[src/rtl/bus_xfer_seq_if.sv]
// ---------------------------------------------------------------------------
// bus_xfer_seq_if
// Groups the request side and the register-bank side of the bus transfer
// sequencer into one bundle.
//   req, clr_op, src, dst : transfer request from the control decoder
//   bus_in                : 12-bit shared data bus as seen by the sequencer
//   oe                    : one-hot source output enables (NSRC wide)
//   latch, clear          : one-hot destination strobes (NDST wide)
//   bus_cap               : bus value captured at strobe start
//   busy, done, err       : sequencer status
// The master modport is the sequencer's view; slave is the surrounding logic.
// ---------------------------------------------------------------------------
interface bus_xfer_seq_if #(
   parameter int NSRC = 8,
   parameter int NDST = 8
);
   logic            req;
   logic            clr_op;
   logic [2:0]      src;
   logic [2:0]      dst;
   logic [11:0]     bus_in;
   logic [NSRC-1:0] oe;
   logic [NDST-1:0] latch;
   logic [NDST-1:0] clear;
   logic [11:0]     bus_cap;
   logic            busy;
   logic            done;
   logic            err;

   modport master (
      input  req, clr_op, src, dst, bus_in,
      output oe, latch, clear, bus_cap, busy, done, err
   );

   modport slave (
      output req, clr_op, src, dst, bus_in,
      input  oe, latch, clear, bus_cap, busy, done, err
   );
endinterface

[src/rtl/bus_xfer_seq.sv]
// ---------------------------------------------------------------------------
// bus_xfer_seq
// Initiator side of the 12-bit shared register bus. Runs one register-to-
// register transfer at a time: enable the source, let the bus settle, strobe
// the destination latch, hold the source one more cycle, then release. A
// clear-only request strobes the destination's clear line instead.
// Ports:
//   CLK      : system clock, all state changes on the rising edge
//   reset_n  : synchronous active-low reset
//   bus      : bus_xfer_seq_if.master (request inputs, bus_in, strobes, status)
// Parameters:
//   NSRC, NDST : number of sources / destinations
//   SETTLE     : cycles oe is held before the latch strobe (>=1)
//   STROBE     : cycles latch/clear is held high (>=1)
// ---------------------------------------------------------------------------
module bus_xfer_seq #(
   parameter int NSRC   = 8,
   parameter int NDST   = 8,
   parameter int SETTLE = 1,
   parameter int STROBE = 1
) (
   input logic CLK,
   input logic reset_n,
   bus_xfer_seq_if.master bus
);

   // Counter holds values up to max(SETTLE,STROBE)-1 and is never narrower
   // than two bits.
   localparam int MAXC = (SETTLE > STROBE) ? SETTLE : STROBE;
   localparam int CW   = ($clog2(MAXC) < 2) ? 2 : $clog2(MAXC);
   localparam logic [CW-1:0] SETTLE_LD = CW'(SETTLE - 1);
   localparam logic [CW-1:0] STROBE_LD = CW'(STROBE - 1);

   typedef enum logic [2:0] {
      IDLE,
      DRIVE,
      STRB,
      REL,
      CLR,
      FIN
   } state_t;

   state_t          state;
   logic [CW-1:0]   cnt;
   logic [2:0]      dst_q;
   logic [NSRC-1:0] oe_q;
   logic [NDST-1:0] latch_q;
   logic [NDST-1:0] clear_q;
   logic [11:0]     cap_q;
   logic            done_q;
   logic            err_q;

   logic            src_bad;
   logic            dst_bad;
   logic [NSRC-1:0] src_hot;
   logic [NDST-1:0] dst_hot_in;
   logic [NDST-1:0] dst_hot_q;

   // Range checks and one-hot decodes. The decodes are only used once the
   // index has passed its range check, so an out-of-range shift never
   // reaches a strobe.
   assign src_bad    = (int'(bus.src) >= NSRC);
   assign dst_bad    = (int'(bus.dst) >= NDST);
   assign src_hot    = NSRC'(1) << bus.src;
   assign dst_hot_in = NDST'(1) << bus.dst;
   assign dst_hot_q  = NDST'(1) << dst_q;

   // Sequencer. Every strobe is a register so the bank sees glitch-free
   // enables. The destination index is captured at accept because the
   // latch strobe fires several cycles later, after the requester may have
   // moved on.
   always_ff @(posedge CLK) begin
      if (!reset_n) begin
         state   <= IDLE;
         cnt     <= '0;
         dst_q   <= '0;
         oe_q    <= '0;
         latch_q <= '0;
         clear_q <= '0;
         cap_q   <= '0;
         done_q  <= 1'b0;
         err_q   <= 1'b0;
      end else begin
         done_q <= 1'b0;
         err_q  <= 1'b0;
         case (state)
            IDLE: begin
               if (bus.req) begin
                  dst_q <= bus.dst;
                  if (bus.clr_op) begin
                     if (dst_bad) begin
                        state  <= FIN;
                        done_q <= 1'b1;
                        err_q  <= 1'b1;
                     end else begin
                        state   <= CLR;
                        clear_q <= dst_hot_in;
                        cnt     <= STROBE_LD;
                     end
                  end else if (src_bad || dst_bad) begin
                     state  <= FIN;
                     done_q <= 1'b1;
                     err_q  <= 1'b1;
                  end else begin
                     state <= DRIVE;
                     oe_q  <= src_hot;
                     cnt   <= SETTLE_LD;
                  end
               end
            end
            DRIVE: begin
               if (cnt == '0) begin
                  state   <= STRB;
                  latch_q <= dst_hot_q;
                  cap_q   <= bus.bus_in;
                  cnt     <= STROBE_LD;
               end else begin
                  cnt <= cnt - 1'b1;
               end
            end
            // The source stays enabled for one cycle after the latch drops
            // so the destination sees stable data through its hold window.
            STRB: begin
               if (cnt == '0) begin
                  state   <= REL;
                  latch_q <= '0;
               end else begin
                  cnt <= cnt - 1'b1;
               end
            end
            REL: begin
               state  <= FIN;
               oe_q   <= '0;
               done_q <= 1'b1;
            end
            CLR: begin
               if (cnt == '0) begin
                  state   <= FIN;
                  clear_q <= '0;
                  done_q  <= 1'b1;
               end else begin
                  cnt <= cnt - 1'b1;
               end
            end
            FIN: begin
               state <= IDLE;
            end
            default: begin
               state <= IDLE;
            end
         endcase
      end
   end

   assign bus.oe      = oe_q;
   assign bus.latch   = latch_q;
   assign bus.clear   = clear_q;
   assign bus.bus_cap = cap_q;
   assign bus.busy    = (state != IDLE);
   assign bus.done    = done_q;
   assign bus.err     = err_q;

endmodule

[src/flat_wrapper.sv]
// flat-port wrapper written by rule: the top's interface ports become plain ports
module bus_xfer_seq_flat 
#(
   parameter int NSRC   = 8,
   parameter int NDST   = 8,
   parameter int SETTLE = 1,
   parameter int STROBE = 1
)
  (CLK, reset_n, bus_req, bus_clr_op, bus_src, bus_dst, bus_bus_in, bus_oe, bus_latch, bus_clear, bus_bus_cap, bus_busy, bus_done, bus_err);
  bus_xfer_seq_if #(.NSRC(NSRC), .NDST(NDST)) bus_i ();
  input logic CLK;
  input logic reset_n;
  input wire logic [$bits(bus_i.req)-1:0] bus_req;
  input wire logic [$bits(bus_i.clr_op)-1:0] bus_clr_op;
  input wire logic [$bits(bus_i.src)-1:0] bus_src;
  input wire logic [$bits(bus_i.dst)-1:0] bus_dst;
  input wire logic [$bits(bus_i.bus_in)-1:0] bus_bus_in;
  output wire logic [$bits(bus_i.oe)-1:0] bus_oe;
  output wire logic [$bits(bus_i.latch)-1:0] bus_latch;
  output wire logic [$bits(bus_i.clear)-1:0] bus_clear;
  output wire logic [$bits(bus_i.bus_cap)-1:0] bus_bus_cap;
  output wire logic [$bits(bus_i.busy)-1:0] bus_busy;
  output wire logic [$bits(bus_i.done)-1:0] bus_done;
  output wire logic [$bits(bus_i.err)-1:0] bus_err;
  assign bus_i.req = bus_req;
  assign bus_i.clr_op = bus_clr_op;
  assign bus_i.src = bus_src;
  assign bus_i.dst = bus_dst;
  assign bus_i.bus_in = bus_bus_in;
  assign bus_oe = bus_i.oe;
  assign bus_latch = bus_i.latch;
  assign bus_clear = bus_i.clear;
  assign bus_bus_cap = bus_i.bus_cap;
  assign bus_busy = bus_i.busy;
  assign bus_done = bus_i.done;
  assign bus_err = bus_i.err;
  bus_xfer_seq #(.NSRC(NSRC), .NDST(NDST), .SETTLE(SETTLE), .STROBE(STROBE)) u_core (.CLK(CLK), .reset_n(reset_n), .bus(bus_i));
endmodule
[config.mk]
export PLATFORM = sky130hd
export DESIGN_NAME = bus_xfer_seq_flat
export DESIGN_NICKNAME = d
export VERILOG_FILES = /design/src/rtl/bus_xfer_seq_if.sv /design/src/rtl/bus_xfer_seq.sv /design/src/flat_wrapper.sv
export SDC_FILE = /design/constraint.sdc
export NUM_CORES = 1
export LEC_CHECK = 0
export ABC_AREA = 1
export ABC_CLOCK_PERIOD_IN_PS = 1280
export CAP_MARGIN = 20
export CORE_UTILIZATION = 43
export DETAILED_ROUTE_END_ITERATION = 12
export GPL_TIMING_DRIVEN = 0
export PLACE_DENSITY = 0.87
export SETUP_SLACK_MARGIN = 0.02
export SKIP_CTS_REPAIR_TIMING = 1
export SLEW_MARGIN = 0
export SYNTH_ARGS = -nofsm -noshare
export SYNTH_HDL_FRONTEND = slang
export SYNTH_SLANG_ARGS = --single-unit
[constraint.sdc]
create_clock -name CLK -period 1.28 [get_ports CLK]
set_input_delay 0.128 -clock CLK [delete_from_list [all_inputs] [get_ports CLK]]
set_output_delay 0.128 -clock CLK [all_outputs]
set_load 0.01 [all_outputs]
[After elaboration in Yosys (flattened, before gate mapping)]
Index checks and enable logic that the tools add are counted.
Operators by class
  muxes and demuxes: 21
  shifts and indexed selects: 3
  reduce and logical (&&, ||, !) cells: 15
  add/sub/neg operators: 1
  equality and inequality tests: 11
Operators by type and width (count)
  $mux W8: 6
  $pmux W8 S2: 3
  $shl A1 B3 Y8 const A: 3
  $mux W3: 5
  $pmux W3 S5: 1
  $reduce_and A3 Y1: 3
  $ne A2 B2 Y1 const B: 4
  $reduce_and A4 Y1: 2
  $eq A3 B2 Y1 const B: 2
  $mux W2: 3
  $ne A2 B1 Y1 const B: 3
  $pmux W2 S3: 1
  $reduce_bool A2 Y1: 3
  $reduce_bool A3 Y1: 2
  $reduce_and A2 Y1: 2
  $eq A3 B1 Y1 const B: 1
  $eq A3 B3 Y1 const B: 1
  $logic_not A3 Y1: 1
  $logic_not A2 Y1: 1
  $pmux W1 S2: 1
  $reduce_or A2 Y1: 1
  $sub A2 B1 Y2 const B: 1
  $mux W1: 1
Word-level totals
  register bits: 45
  output and inout port bits: 39
  word-level logic and storage cells: 59

[Longest topological paths before layout]
  depth in word-level cells: 4
  mapped depth: 10

[Worst setup path after synthesis]
Ideal clock, no wire load.
  kind: flip-flop to flip-flop
  start: register u_core.cnt[0]
  end: register u_core.cap_q[10], in the netlist u_core.bus.bus_cap[10]
  data arrival time: 1.192 ns
  library setup time: 0.116 ns
  cell stages (with the launch flop): 9
  data required time: 1.164 ns
  path slack: -0.028 ns
  cell sequence: dfxtp_1 > inv_1 > ha_1 > inv_1 > nor2_2 > inv_2 > buf_6 > nor2_1 > nor2_1
Between the ends
  longest elaborated chain between the ends: 2
RTL lines
  start, declared: line bus_xfer_seq.sv:44  | logic [CW-1:0] cnt;
  start signal, assigned: line bus_xfer_seq.sv:118  | cnt <= cnt - 1'b1;
  start signal, assigned: line bus_xfer_seq.sv:128  | cnt <= cnt - 1'b1;
  start signal, assigned: line bus_xfer_seq.sv:142  | cnt <= cnt - 1'b1;
  $logic_not A2 Y1: line bus_xfer_seq.sv:112  | if (cnt == '0) begin
  $reduce_and A2 Y1 (no source line)
  end signal, assigned: line bus_xfer_seq.sv:115  | cap_q <= bus.bus_in;
  end, declared: line bus_xfer_seq.sv:49  | logic [11:0] cap_q;
No other way between the ends.
A chain may end at the register's enable or synchronous reset.

[Worst setup path after layout]
  start: register u_core.state[1]
  end: register u_core.state[0]
Between the ends
  longest elaborated chain between the ends: 3
RTL lines
  start, declared: line bus_xfer_seq.sv:43  | state_t state;
  start signal, assigned: line bus_xfer_seq.sv:74  | state <= IDLE;
  start signal, assigned: line bus_xfer_seq.sv:92  | state <= FIN;
  start signal, assigned: line bus_xfer_seq.sv:96  | state <= CLR;
  $eq A3 B3 Y1, or another cell as far along: line bus_xfer_seq.sv:86  | case (state)
  $ne A2 B1 Y1 (no source line) / $ne A2 B2 Y1 (equally long branches)
  $reduce_and A4 Y1 (no source line)
Parallel ways exist; a longest one is shown, timed or not.

==> impl_results.md <==
- Routed WL: between 5000 and 6000 um
- Worst EP required: between 1 and 1.5 ns
- Minimum clock period: 1.46 ns
- Die width: roughly 73 um
- Core area: 4790 um^2
- Worst reg2reg path depth: 7
- Setup crit start kind: register
- Reg area: around 900 um^2
- Clock share of power: around an eighth
- Share of layout cells above drive strength 1: between 10% and 20%
- Rows: 25
- IO Pins: 61
- Synth unique cells: 24
- Clk pin slew, worst setup/hold paths: 0.10 ns
- Fin crit share: 114%
- CTS Buf Count: 5
- Register share of total power: 28.0%
- Number of global-route vias before repair: 1949
- Max VDD drop: around 1.6 mV
- Initial core utilization: a little under half
- Area grow syn2layout: 52.3%
- Mapped Area: between 2000 and 2500 um^2
- H-tree levels: 2
- Largest net degree at the start of global routing: 18
- Final non-filler cell area: roughly 3300 um^2
- Post-synthesis instance total: between 300 and 400
- Sw Ratio: 44.1%
- Synth Net Count: between 300 and 400
- Die area: 5340 um^2
- Sw power: approximately 0.0037 W
- Comb power frac: between 60% and 70%
- Avg WL per Cell: about 12 um
- YS warnings: 0
- Detail Placement HPWL: ~3700 um
- R2r setup slk: -0.18 ns
- Via count: approximately 2400
- Drt first pass iters: 4
- Final Slew Violations: 0
- CTS max path bufs: 2
- Hold_ws: around 0.38 ns
- RSZ-0062 raised after global routing: true
- CTS tree: yes
- Fill count: 360
- Post-route DRC: 0
- Worst path cell trace: nor2_4 > nand3b_1 > buf_4 > nand2_2 > nor2_2 > nand2_1 > a21oi_2
- Crit Path Max Fanout: 6
- Multi-input gate area: approximately 1200 um^2
- Pleak: 2.12 nW
- CP Launch Point: u_core.state[1]
- Drt initial violations: roughly 160
- Tot GR Track Use: between 10% and 20%
- Pint: roughly 0.0046 W
- Syn Area/Cell: between 6 and 7 um^2
- Global-route wire length before repair: between 8000 and 9000 um
- Arrival time of the worst setup path: 1.66 ns
- Fin cells: about 480
- Crit path kind: register to register
- Clk Latency, worst-skew pair: 0.32 ns
- Final setup fails: 38
- Pwr dens: 2500 nW/um^2
- Max Freq: approximately 700 MHz
- Clock Tree Root: clkbuf_8
- Synth Register Bits: 45
- Post-route ant nets: 0
- Area after DPL: 2880 um^2
- Worst Slack Setup Final: -0.176 ns
- Inserted Diodes: 0
- Max-cap violations: 0
- Worst min-delay path category: primary input to register
- Slowest cell delay on critical path: 0.39 ns
- Commonest non-fill, non-tap cell in the layout: nor2_1
- Final nets: 435
- Hold Crit Start: bus_bus_in[5]
- CP max-delay cell: dfxtp_4
- Hold Fails Final Rpt: 0
- Outcome: finished with violations
- DR vias/cell: 4.96
- Register area share after synthesis: around two fifths
- Crit end category: register
- RD Place Congestion: between 0.9 and 1
- Most frequent cells in the layout: 83 x nor2_1, 54 x nand2_1, 43 x dfxtp_1, 37 x dlymetal6s2s_1, 34 x inv_1
- Worst reg2reg path endpoint: u_core.state[0]
- Min-Delay Endpoint: u_core.bus.bus_cap[5]
- Chip height: about 73 um
- CTS Sinks: between 40 and 50
- Port Buffers: 59
- Total grt overflow: 0
- WHS Path Cells: 3
- Failing checks: setup timing
- Placed Instances: between 400 and 500
- Initial antenna violation count: 0
- Final Skew: 0.0130 ns
- R2R Path Start: u_core.state[1]
[synthesized netlist by cell type]
master / n / area (um^2)
o21ai_0: 25 / 125
nor2_1: 89 / 334
ha_1: 3 / 37.5
nand3b_1: 1 / 7.51
nand3_1: 21 / 105
a21o_1: 1 / 7.51
buf_4: 3 / 22.5
clkbuf_1: 3 / 11.3
nor2_4: 2 / 22.5
o21ai_4: 1 / 16.3
inv_1: 39 / 146
a21oi_4: 1 / 16.3
nand3_2: 1 / 10.0
a21oi_1: 6 / 30.0
conb_1: 1 / 3.75
nand2_1: 65 / 244
buf_2: 1 / 5.00
nand4_1: 3 / 18.8
nor2_2: 1 / 6.26
dfxtp_1: 45 / 901
nor3_1: 4 / 20.0
buf_6: 3 / 33.8
inv_2: 3 / 11.3
nand2_2: 6 / 37.5
[metrics by stage]
stage / worst slack (ns) / total power [W] / setup TNS (ns) / util, %
after floorplan: 0.0147 / 0.00492 / 0 / -
after global placement: -0.155 / 0.00633 / -2.75 / 60.2
after detailed placement: -0.169 / 0.00646 / -3.65 / 60.2
after CTS: -0.363 / 0.00745 / -5.62 / 62.2
after global routing: -0.218 / 0.00891 / -5.87 / 69.2
final: -0.176 / 0.00828 / -3.19 / 69.2
[worst max-delay path by stage]
stage                     cells after the start                   to
after detailed placement                      7  u_core.bus.latch[3]
final                                         7      u_core.state[0]
after global placement                        7        u_core.cnt[0]
after global routing                          6  u_core.bus.clear[4]
after floorplan                               7  u_core.bus.clear[5]
after CTS                                     4             bus_busy
[cells by family (layout without fill, tap and decap cells)]
logic type | count (synthesis) | in the layout | share of synthesized area [%]
flip-flops | 45 | 45 | 41.5
buffers and inverters | 52 | 134 | 10.6
AO/OA/AOI/OAI | 34 | 34 | 8.98
AND/OR/NAND/NOR | 193 | 194 | 37.1
other | 1 | 1 | 0.173
adder cells (fa/ha/maj) | 3 | 3 | 1.73
[final cells by class]
class,count,share of cell area [%]
Clock buffer,5,2.08
Clock inverter,3,0.870
Multi-Input combinational cell,232,35.7
Inverter,42,4.91
Timing Repair Buffer,74,24.1
Sequential cell,45,27.4
Buffer,10,2.42
Tap cell,67,2.53
[power groups by stage]
stage / combinational (W) / sequential, W / clock [W]
floorplan: 0.00239 / 0.00253 / 0
global placement: 0.00402 / 0.00231 / 0
detailed placement: 0.00413 / 0.00233 / 0
CTS: 0.00416 / 0.00230 / 0.000981
global route: 0.00546 / 0.00240 / 0.00105
finish: 0.00498 / 0.00232 / 0.000981
[registers in the layout, indices dropped and copies added (netlist names)]
signal	flops
u_core.bus.done	1
u_core.cnt	2
u_core.bus.clear	8
u_core.bus.latch	8
u_core.bus.bus_cap	12
u_core.state	3
u_core.bus.oe	8
u_core.dst_q	3
[metal layers]
| layer | global-route usage [%] | routed length, um | part of all wire [%] | vias to the layer above |
|---|---|---|---|---|
| met3 | 4.70 | 347 | 5.9 | 25 |
| met4 | 10.5 | 242 | 4.1 | 0 |
| met5 | 0 | 0 | 0 | - |
| met2 | 33.5 | 3040 | 51 | 76 |
| li1 | - | - | - | 1175 |
| met1 | 22.7 | 2300 | 39 | 1094 |
[critical path: cells and delay by family (launching register included)]
kind | cells | cell delay (ns)
AO/OA/AOI/OAI | 1 | 0.06
buffers and inverters | 1 | 0.23
flip-flops | 1 | 0.39
AND/OR/NAND/NOR | 5 | 0.66
(Power assumes the default switching activity.)
==> patch (same settings) <==
Re-encode `state_t` (6 states) as one-hot, 6 bits wide.
--- a/src/rtl/bus_xfer_seq.sv
+++ b/src/rtl/bus_xfer_seq.sv
@@ -31,13 +31,13 @@
    localparam logic [CW-1:0] SETTLE_LD = CW'(SETTLE - 1);
    localparam logic [CW-1:0] STROBE_LD = CW'(STROBE - 1);
 
-   typedef enum logic [2:0] {
-      IDLE,
-      DRIVE,
-      STRB,
-      REL,
-      CLR,
-      FIN
+   typedef enum logic [5:0] {
+      IDLE  = 6'b000001,
+      DRIVE = 6'b000010,
+      STRB  = 6'b000100,
+      REL   = 6'b001000,
+      CLR   = 6'b010000,
+      FIN   = 6'b100000
    } state_t;
 
    state_t          state;
Function: no difference found for any inputs over 10 cycles, from zero or initial values and one cycle with reset_n low; not proved beyond that.
==> patch against the original RTL <==
The run still ends with negative setup slack left; maximum frequency decreased by 5.2%; sequential cell count rose by 3; synthesized cell count is 11% lower; wire length rose by 13%; worst setup slack worse by 0.080 ns; final area increased by 2.8%; area after synthesis down 1.8%; critical path type unchanged.
Power is not compared: it rests on default switching activity, and its combinational part moved more than twofold at a synthesized area within 25%.
==> patch: results (changes against the original RTL) <==
post-route insts no fill 441 (-7.7%); Detailed Place HPWL 3580 µm (-2.9%); clk slew on worst S/H paths 0.08 ns (-0.02 ns); slowest stage delay, CP 0.37 ns (-0.02 ns); DR WL met3 504 µm (+45%); nonclk buf count 83 (-1.2%); Worst Path Max Fanout 8 (+2); multi-input combinational area share 35.0% (-0.78 points); Clock Skew 0.00902 ns (-0.00394 ns); WL met1 2610 µm (+14%); layout clock buffer count 6 (+1); power consumption between 3 and 4 mW; via count of the first global-routing pass 1964 (+0.77%); Post-Place Setup Slack -0.213 ns (-0.0443 ns); DRT Wirelength 6680 µm (+13%); Final #Nets 399 (-8.3%); Hold Startpoint reset_n; fillcell total 347 (-3.6%); gr usage total 20.5% (+0.77 points); Fin Setup TNS -6.41 ns (-3.22 ns); Gate Count Post-Synth 293 (-11%); proportion of layout cells with a drive suffix above 1 24.3% (+5.6 points); clock sink count 48 (+6.7%); Synth Net Count 318 (-9.9%); top cells by area, synth dfxtp_1 (45%), nor2_1 (12%), a21oi_1 (5.6%); met2 routed WL 3470 µm (+14%); status finished, violations left; sequential area share after synthesis 45.0% (+3.6 points); Clock Network Area Fraction 2.69% (-0.26 points); dpl cells 418 (-7.9%); Cell variety after synth 25 (+4.2%); port bufs 58 (-1.7%); CP delay by family, top simple AND/OR/NAND/NOR gates; global-route wire length before repair 8390 µm (+2.5%); Power per Cell Area ~1000 nW/µm²; critical path arrival 1.78 ns (+0.12 ns); comb_multi_in 200 (-14%); Setup Viol. Count Final 44 (+16%); CP startpoint u_core.state[3]; largest net degree at the start of global routing 15 (-3); commonest cells in the netlist nor2_1 (70), dfxtp_1 (48), inv_1 (30); violated checks negative setup slack; Inverters excl. clock 36 (-14%); DR iter-0 viols 117 (-28%); Worst Setup EP u_core.bus.latch[6]; via count 2273 (-4.1%); fraction of area in registers 28.7% (+1.3 points); Final non-clock buffer share 27.0% (+0.47 points); Setup WS post-layout -0.256 ns (-0.0799 ns); GPL Wtd Cong 0.836 (-7.2%); dpl cell area 2840 µm² (-1.4%)
-- patch: cell types whose count changed in the layout (fill, tap and decap cells not counted), moves of 7 or more --
cell	unedited run	this run
a21oi_1	5	16
a21oi_2	1	8
nand2_1	54	24
nand2_2	12	1
nand3_1	18	7
nor2_1	83	51
nor2_4	4	17
nor3_1	4	13
-- patch: tightest hold or removal path: stages --
cell and delay (ns):
clkbuf_1 0.19, o21ai_0 0.12, nor2_1 0.04
-- patch: cells by family after synthesis --
group | Yosys count | share of synthesized area [%]
and+or+nand+nor | 137 | 30.0
AOI/OAI and AO/OA | 59 | 14.1
DFF | 48 | 45.0
buffers and inverters | 45 | 8.91
adders and majority gates | 3 | 1.76
other | 1 | 0.176
-- patch: layer usage --
layer  vias to the layer above  global-route usage (%)
met5                         -                       0
met1                      1062                    25.0
met4                         0                    8.50
li1                       1106                       -
met3                        11                    7.08
met2                        94                    32.8
